==> config.mk <==
export PLATFORM = sky130hd
export DESIGN_NAME = pipeline_hazard_ctrl_flat
export DESIGN_NICKNAME = d
export VERILOG_FILES = /design/src/rtl/pipeline_hazard_ctrl_if.sv /design/src/rtl/pipeline_hazard_ctrl.sv /design/src/flat_wrapper.sv
export SDC_FILE = /design/constraint.sdc
export NUM_CORES = 1
export LEC_CHECK = 0
export ABC_AREA = 1
export ABC_CLOCK_PERIOD_IN_PS = 4300
export CORE_ASPECT_RATIO = 1.25
export CORE_MARGIN = 3
export CORE_UTILIZATION = 31
export CTS_CLUSTER_DIAMETER = 40
export DETAILED_ROUTE_END_ITERATION = 8
export DONT_BUFFER_PORTS = 1
export PLACE_DENSITY = 0.56
export SYNTH_ARGS = -nofsm -noshare
export SYNTH_HDL_FRONTEND = slang
export SYNTH_SLANG_ARGS = --single-unit
==> constraint.sdc <==
create_clock -name clk -period 4.3 [get_ports clk]
set_input_delay 0.86 -clock clk [delete_from_list [all_inputs] [get_ports clk]]
set_output_delay 0.86 -clock clk [all_outputs]
set_load 0.02 [all_outputs]
==> src/rtl/pipeline_hazard_ctrl_if.sv <==
// Signal bundle between the pipeline stage registers and the hazard controller.
// syscall handshake: syscall_go pulses once the pipeline is drained; the host raises
// syscall_ack when done, and all stalls drop in the same cycle the ack is seen.
interface pipeline_hazard_ctrl_if;
    logic [4:0] rs_d;
    logic [4:0] rt_d;
    logic       branch_d;
    logic       jump_reg_d;
    logic [4:0] rs_e;
    logic [4:0] rt_e;
    logic [4:0] write_reg_e;
    logic       reg_write_e;
    logic       mem_to_reg_e;
    logic       muldiv_e;
    logic       syscall_e;
    logic [4:0] write_reg_m;
    logic       reg_write_m;
    logic       mem_to_reg_m;
    logic [4:0] write_reg_w;
    logic       reg_write_w;
    logic       syscall_ack;
    logic       stall_f;
    logic       stall_d;
    logic       stall_e;
    logic       flush_e;
    logic       flush_m;
    logic [1:0] fwd_a_e;
    logic [1:0] fwd_b_e;
    logic       fwd_a_d;
    logic       fwd_b_d;
    logic       md_busy;
    logic       syscall_go;
    logic [1:0] state_dbg;

    modport master (
        output rs_d, rt_d, branch_d, jump_reg_d, rs_e, rt_e, write_reg_e, reg_write_e,
               mem_to_reg_e, muldiv_e, syscall_e, write_reg_m, reg_write_m, mem_to_reg_m,
               write_reg_w, reg_write_w, syscall_ack,
        input  stall_f, stall_d, stall_e, flush_e, flush_m, fwd_a_e, fwd_b_e, fwd_a_d,
               fwd_b_d, md_busy, syscall_go, state_dbg
    );

    modport slave (
        input  rs_d, rt_d, branch_d, jump_reg_d, rs_e, rt_e, write_reg_e, reg_write_e,
               mem_to_reg_e, muldiv_e, syscall_e, write_reg_m, reg_write_m, mem_to_reg_m,
               write_reg_w, reg_write_w, syscall_ack,
        output stall_f, stall_d, stall_e, flush_e, flush_m, fwd_a_e, fwd_b_e, fwd_a_d,
               fwd_b_d, md_busy, syscall_go, state_dbg
    );
endinterface

==> src/rtl/pipeline_hazard_ctrl.sv <==
// Hazard controller for the 5-stage pipeline: operand forwarding, load-use and branch
// stalls, multi-cycle mul/div hold in E, and syscall drain/handoff to the host.
module pipeline_hazard_ctrl #(
    parameter int MD_CYCLES = 8,
    parameter int CNT_W     = 6
) (
    input  logic                 clk,
    input  logic                 rst_n,
    pipeline_hazard_ctrl_if.slave hz
);
    typedef enum logic [1:0] {
        RUN       = 2'd0,
        MD_BUSY   = 2'd1,
        SYS_DRAIN = 2'd2,
        SYS_WAIT  = 2'd3
    } state_t;

    localparam bit               MD_STALL = (MD_CYCLES > 1);
    localparam logic [CNT_W-1:0] MD_LOAD  = CNT_W'(MD_STALL ? MD_CYCLES - 2 : 0);
    localparam logic [CNT_W-1:0] CNT_ONE  = CNT_W'(1);

    state_t           state;
    logic [CNT_W-1:0] cnt;
    logic             lwstall;
    logic             brstall;
    logic             hazard;
    logic             hold;

    // A producer only counts when it writes a register other than $0.
    function automatic logic hit(input logic we, input logic [4:0] dst, input logic [4:0] src);
        return we && (dst != 5'd0) && (dst == src);
    endfunction

    always_comb begin
        hz.fwd_a_e = hit(hz.reg_write_m, hz.write_reg_m, hz.rs_e) ? 2'b10 :
                     hit(hz.reg_write_w, hz.write_reg_w, hz.rs_e) ? 2'b01 : 2'b00;
        hz.fwd_b_e = hit(hz.reg_write_m, hz.write_reg_m, hz.rt_e) ? 2'b10 :
                     hit(hz.reg_write_w, hz.write_reg_w, hz.rt_e) ? 2'b01 : 2'b00;
        hz.fwd_a_d = hit(hz.reg_write_m, hz.write_reg_m, hz.rs_d);
        hz.fwd_b_d = hit(hz.reg_write_m, hz.write_reg_m, hz.rt_d);
    end

    always_comb begin
        lwstall = hit(hz.mem_to_reg_e, hz.write_reg_e, hz.rs_d) ||
                  hit(hz.mem_to_reg_e, hz.write_reg_e, hz.rt_d);
        brstall = (hz.branch_d || hz.jump_reg_d) &&
                  (hit(hz.reg_write_e, hz.write_reg_e, hz.rs_d) ||
                   hit(hz.reg_write_e, hz.write_reg_e, hz.rt_d) ||
                   hit(hz.mem_to_reg_m, hz.write_reg_m, hz.rs_d) ||
                   hit(hz.mem_to_reg_m, hz.write_reg_m, hz.rt_d));
        // Outside RUN the E instruction is being held, so it must never be cleared.
        hazard  = (state == RUN) && (lwstall || brstall);

        hold = 1'b0;
        case (state)
            RUN:       hold = (hz.muldiv_e && MD_STALL) || hz.syscall_e;
            MD_BUSY:   hold = (cnt != '0);
            SYS_DRAIN: hold = 1'b1;
            SYS_WAIT:  hold = !hz.syscall_ack;
            default:   hold = 1'b0;
        endcase

        hz.stall_f    = rst_n && (hold || hazard);
        hz.stall_d    = rst_n && (hold || hazard);
        hz.stall_e    = rst_n && hold;
        hz.flush_m    = rst_n && hold;
        hz.flush_e    = hazard;
        hz.md_busy    = (state == MD_BUSY);
        hz.syscall_go = (state == SYS_DRAIN) && (cnt == '0);
        hz.state_dbg  = state;
    end

    always_ff @(posedge clk or negedge rst_n) begin
        if (!rst_n) begin
            state <= RUN;
            cnt   <= '0;
        end else begin
            case (state)
                RUN: begin
                    if (hz.muldiv_e && MD_STALL) begin
                        cnt   <= MD_LOAD;
                        state <= MD_BUSY;
                    end else if (hz.syscall_e) begin
                        cnt   <= CNT_ONE;
                        state <= SYS_DRAIN;
                    end
                end
                MD_BUSY: begin
                    if (cnt != '0) cnt <= cnt - CNT_ONE;
                    else           state <= RUN;
                end
                SYS_DRAIN: begin
                    if (cnt != '0) cnt <= cnt - CNT_ONE;
                    else           state <= SYS_WAIT;
                end
                SYS_WAIT: begin
                    if (hz.syscall_ack) state <= RUN;
                end
                default: state <= RUN;
            endcase
        end
    end
endmodule

==> src/flat_wrapper.sv <==
// flat-port wrapper written by rule: the top's interface ports become plain ports
module pipeline_hazard_ctrl_flat 
#(
    parameter int MD_CYCLES = 8,
    parameter int CNT_W     = 6
)
  (clk, rst_n, hz_rs_d, hz_rt_d, hz_branch_d, hz_jump_reg_d, hz_rs_e, hz_rt_e, hz_write_reg_e, hz_reg_write_e, hz_mem_to_reg_e, hz_muldiv_e, hz_syscall_e, hz_write_reg_m, hz_reg_write_m, hz_mem_to_reg_m, hz_write_reg_w, hz_reg_write_w, hz_syscall_ack, hz_stall_f, hz_stall_d, hz_stall_e, hz_flush_e, hz_flush_m, hz_fwd_a_e, hz_fwd_b_e, hz_fwd_a_d, hz_fwd_b_d, hz_md_busy, hz_syscall_go, hz_state_dbg);
  pipeline_hazard_ctrl_if hz_i ();
  input  logic clk;
  input  logic rst_n;
  input wire logic [$bits(hz_i.rs_d)-1:0] hz_rs_d;
  input wire logic [$bits(hz_i.rt_d)-1:0] hz_rt_d;
  input wire logic [$bits(hz_i.branch_d)-1:0] hz_branch_d;
  input wire logic [$bits(hz_i.jump_reg_d)-1:0] hz_jump_reg_d;
  input wire logic [$bits(hz_i.rs_e)-1:0] hz_rs_e;
  input wire logic [$bits(hz_i.rt_e)-1:0] hz_rt_e;
  input wire logic [$bits(hz_i.write_reg_e)-1:0] hz_write_reg_e;
  input wire logic [$bits(hz_i.reg_write_e)-1:0] hz_reg_write_e;
  input wire logic [$bits(hz_i.mem_to_reg_e)-1:0] hz_mem_to_reg_e;
  input wire logic [$bits(hz_i.muldiv_e)-1:0] hz_muldiv_e;
  input wire logic [$bits(hz_i.syscall_e)-1:0] hz_syscall_e;
  input wire logic [$bits(hz_i.write_reg_m)-1:0] hz_write_reg_m;
  input wire logic [$bits(hz_i.reg_write_m)-1:0] hz_reg_write_m;
  input wire logic [$bits(hz_i.mem_to_reg_m)-1:0] hz_mem_to_reg_m;
  input wire logic [$bits(hz_i.write_reg_w)-1:0] hz_write_reg_w;
  input wire logic [$bits(hz_i.reg_write_w)-1:0] hz_reg_write_w;
  input wire logic [$bits(hz_i.syscall_ack)-1:0] hz_syscall_ack;
  output wire logic [$bits(hz_i.stall_f)-1:0] hz_stall_f;
  output wire logic [$bits(hz_i.stall_d)-1:0] hz_stall_d;
  output wire logic [$bits(hz_i.stall_e)-1:0] hz_stall_e;
  output wire logic [$bits(hz_i.flush_e)-1:0] hz_flush_e;
  output wire logic [$bits(hz_i.flush_m)-1:0] hz_flush_m;
  output wire logic [$bits(hz_i.fwd_a_e)-1:0] hz_fwd_a_e;
  output wire logic [$bits(hz_i.fwd_b_e)-1:0] hz_fwd_b_e;
  output wire logic [$bits(hz_i.fwd_a_d)-1:0] hz_fwd_a_d;
  output wire logic [$bits(hz_i.fwd_b_d)-1:0] hz_fwd_b_d;
  output wire logic [$bits(hz_i.md_busy)-1:0] hz_md_busy;
  output wire logic [$bits(hz_i.syscall_go)-1:0] hz_syscall_go;
  output wire logic [$bits(hz_i.state_dbg)-1:0] hz_state_dbg;
  assign hz_i.rs_d = hz_rs_d;
  assign hz_i.rt_d = hz_rt_d;
  assign hz_i.branch_d = hz_branch_d;
  assign hz_i.jump_reg_d = hz_jump_reg_d;
  assign hz_i.rs_e = hz_rs_e;
  assign hz_i.rt_e = hz_rt_e;
  assign hz_i.write_reg_e = hz_write_reg_e;
  assign hz_i.reg_write_e = hz_reg_write_e;
  assign hz_i.mem_to_reg_e = hz_mem_to_reg_e;
  assign hz_i.muldiv_e = hz_muldiv_e;
  assign hz_i.syscall_e = hz_syscall_e;
  assign hz_i.write_reg_m = hz_write_reg_m;
  assign hz_i.reg_write_m = hz_reg_write_m;
  assign hz_i.mem_to_reg_m = hz_mem_to_reg_m;
  assign hz_i.write_reg_w = hz_write_reg_w;
  assign hz_i.reg_write_w = hz_reg_write_w;
  assign hz_i.syscall_ack = hz_syscall_ack;
  assign hz_stall_f = hz_i.stall_f;
  assign hz_stall_d = hz_i.stall_d;
  assign hz_stall_e = hz_i.stall_e;
  assign hz_flush_e = hz_i.flush_e;
  assign hz_flush_m = hz_i.flush_m;
  assign hz_fwd_a_e = hz_i.fwd_a_e;
  assign hz_fwd_b_e = hz_i.fwd_b_e;
  assign hz_fwd_a_d = hz_i.fwd_a_d;
  assign hz_fwd_b_d = hz_i.fwd_b_d;
  assign hz_md_busy = hz_i.md_busy;
  assign hz_syscall_go = hz_i.syscall_go;
  assign hz_state_dbg = hz_i.state_dbg;
  pipeline_hazard_ctrl #(.MD_CYCLES(MD_CYCLES), .CNT_W(CNT_W)) u_core (.clk(clk), .rst_n(rst_n), .hz(hz_i));
endmodule
==> impl_results.md <==
* Dominant cell type by area after synthesis: nand2_1
* Post-layout min period at 2688 ps
* HPWL Detailed at 2.892 mm
* Vias in the first global route at 1245
* CTS tree: built
* Final nets at 271
* Clock Latency Late Sink at 230 ps
* Die width at 65.60 microns
* Gate Count Post-Synth at 218
* Worst Path Required at 3440 ps
* GR Util All Layers at 0.1270
* Synth warn at 0
* TritonCTS Buffers at 3
* # IOs at 62
* Initial Utilization at 0.3280
* Comb pwr share at 0.646
* Max stage delay on crit path at 290 ps
* CTS Sinks at 8
* Pleak at 0.7339 nW
* First-pass GRT wire length at 5.306 mm
* Via density at 4.697
* Final GP Congestion at 0.7760
* Power per Cell Area at 478.8 nW/um^2
* Skew final at 1.126 ps
* Synth top area cells: nand2_1 15%, dfrtp_1 15%, xnor2_1 9.5%
* Synth async-reset ratio at 1.000
* Final worst-path cycle share at 0.6251
* Most used cell, CP: nand2_1
* Cells along the critical path: or2_2, a21oi_1, a21oi_1, nand2_1, nand2_1, nand3_1, nand2_1
* Post-CTS Setup Bufs at 0
* Yosys reg bits at 8
* Relative slew slack at 0.6685
* Final hold vios at 0
* CP arrival at 1830 ps
* Pre-CTS setup slack at 1599 ps
* Leading post-synthesis cells by instance count: 55 x nand2_1, 31 x nor2_1, 28 x inv_1, 15 x xnor2_1, 12 x nand3_1
* Psw at 0.0003640 W
* Full die area at 5280 sq um
* Critical Path Start: hz_jump_reg_d
* Min Hold Slack at 324.5 ps
* Hold crit path type: input port to async pin
* ANT cells at 0
* Fin worst setup slack at 1612 ps
* Crit path capture type: output pin
* Site Rows at 26
* Setup violations, final at 0
* Initial DRC count at 18
* Clock-pin slew on the worst setup and hold paths at 40 ps
* Clock power share at 0.133
* Status: complete, no violations
* Max Root-Sink Buffers at 2
* Max Cap Violations at 0
* Port Buffers at 0
* # placed instances at 268
* Yosys top cell area share at 0.1500
* Fin. max-slew vios at 0
* Post-CTS sizing at 0
* Synthesized area at 1376 sq um
* Core footprint at 4197 sq um
* Pin count of the biggest net entering global routing at 11
* Final TNS setup at 0 ps
* Crit Path Max Fanout at 2
* Share of post-route cells with drive strength above 1 at 0.1163
* Mapped Nets at 272
* Hold bufs inserted after CTS at 0
* DR WL/cell at 12.23 microns
* Most frequent cell after synthesis: nand2_1
* Routed Antenna Nets at 0
* Main synth FF type: dfrtp_1
* Root buf cell: clkbuf_8
* Die H at 80.50 microns
* Tightest Pin Transition at 496.2 ps
* Yosys cell types at 29
* Remaining DRCs at 0
* Layout area overhead at 5.182%
* Internal cell power at 0.0003291 W
* Maximum vdd drop at 0.4039 mV
* Number of synthesized flops with an enable pin at 0
* Total gr overflow at 0
* Seq/Total Area, Yosys at 0.1455
* Vias post-DR at 1273
* Post-Route WL at 3.313 mm
* DR pass1 iterations at 4
* Flop pwr share at 0.222
* Sw frac at 0.5252
* Initial antenna violation count at 0
* Avg Cell Area, Syn at 6.313 sq um
* H-tree levels at 1
* RSZ-0062 raised after global routing: no
* Reg-to-reg startpoint: u_core.hz.state_dbg[0]$_DFFE_PN0P_
* Slowest cell on crit path: or2_2
* CP startpoint kind: input port
* Critical path class: input port to output pin
* Final Non-Filler Cells at 271
* Highest achievable clock rate at 0.3720 GHz
kinds of logic (layout without fill, tap and decap cells):
kind of cell / Yosys count / after routing / share of synthesized area
AO/OA/AOI/OAI: 16 / 16 / 0.07272
XOR/XNOR: 26 / 26 / 0.1655
adder cells (fa/ha/maj): 7 / 7 / 0.06363
buffers and inverters: 40 / 37 / 0.1218
flip-flops: 8 / 8 / 0.1455
AND/OR/NAND/NOR: 121 / 121 / 0.4309
flip-flops by register name, indices dropped and copies added (netlist names):
register	flops
u_core.cnt	6
u_core.hz.state_dbg	2
layout by cell type, fill, tap and decap left out, drive strengths merged:
cell type,count
nand2,58
nor2,35
inv,34
xnor2,15
nand3,13
xor2,11
dfrtp,8
ha,7
nand4,6
nor3,6
o21ai,6
a21oi,5
clkbuf,3
nor4,2
a21boi,2
or2,1
o31ai,1
o211ai,1
a31oi,1
stage by stage:
step                       power, W    util  instance area [sq um]
after floorplan           0.0005464       -                   1376
after CTS                 0.0007007  0.3450                   1448
after global placement    0.0006029  0.3351                   1406
after detailed placement  0.0006043  0.3351                   1406
final                     0.0006931  0.3450                   1448
after global routing      0.0007684  0.3450                   1448
cell type report:
type | instances | area [sq um]
sequential | 8 | 200.2
tap | 56 | 70.07
inverter | 34 | 127.6
clock buffer | 3 | 41.29
fill | 446 | 2749
multi-input combinational | 170 | 1008
critical path, delay by kind of cell:
family          cells  cell delay (ps)
simple gates        5              770
compound gates      2              200
per-layer routing:
| layer | GRT usage | wire, microns |
|---|---|---|
| met1 | 0.1374 | 1266 |
| met2 | 0.2432 | 1726 |
| met3 | 0.02378 | 286 |
| met4 | 0.03942 | 33 |
| met5 | 0 | 0 |
power by group through the flow:
stage | combinational, W | sequential, W | clock (W)
floorplan | 0.000400 | 0.000147 | 0
global placement | 0.000447 | 0.000156 | 0
detailed placement | 0.000448 | 0.000156 | 0
CTS | 0.000451 | 0.000155 | 0.0000948
global route | 0.000510 | 0.000159 | 0.000100
finish | 0.000448 | 0.000154 | 0.0000919
path summary, 6_finish.rpt:
check                                                      to  slack, ps  cells after the start
max in group asynchronous           u_core.cnt[2]$_DFFE_PN0P_       3910                      0
hold reg to reg                     u_core.cnt[3]$_DFFE_PN0P_        580                      2
min in group clk                    u_core.cnt[3]$_DFFE_PN0P_        580                      2
setup / recovery                                   hz_stall_f       1610                      7
setup reg to reg                    u_core.cnt[3]$_DFFE_PN0P_       2500                      7
hold / removal             u_core.hz.state_dbg[1]$_DFFE_PN0P_        320                      0
Note: power is estimated with default switching activity, not from simulation.
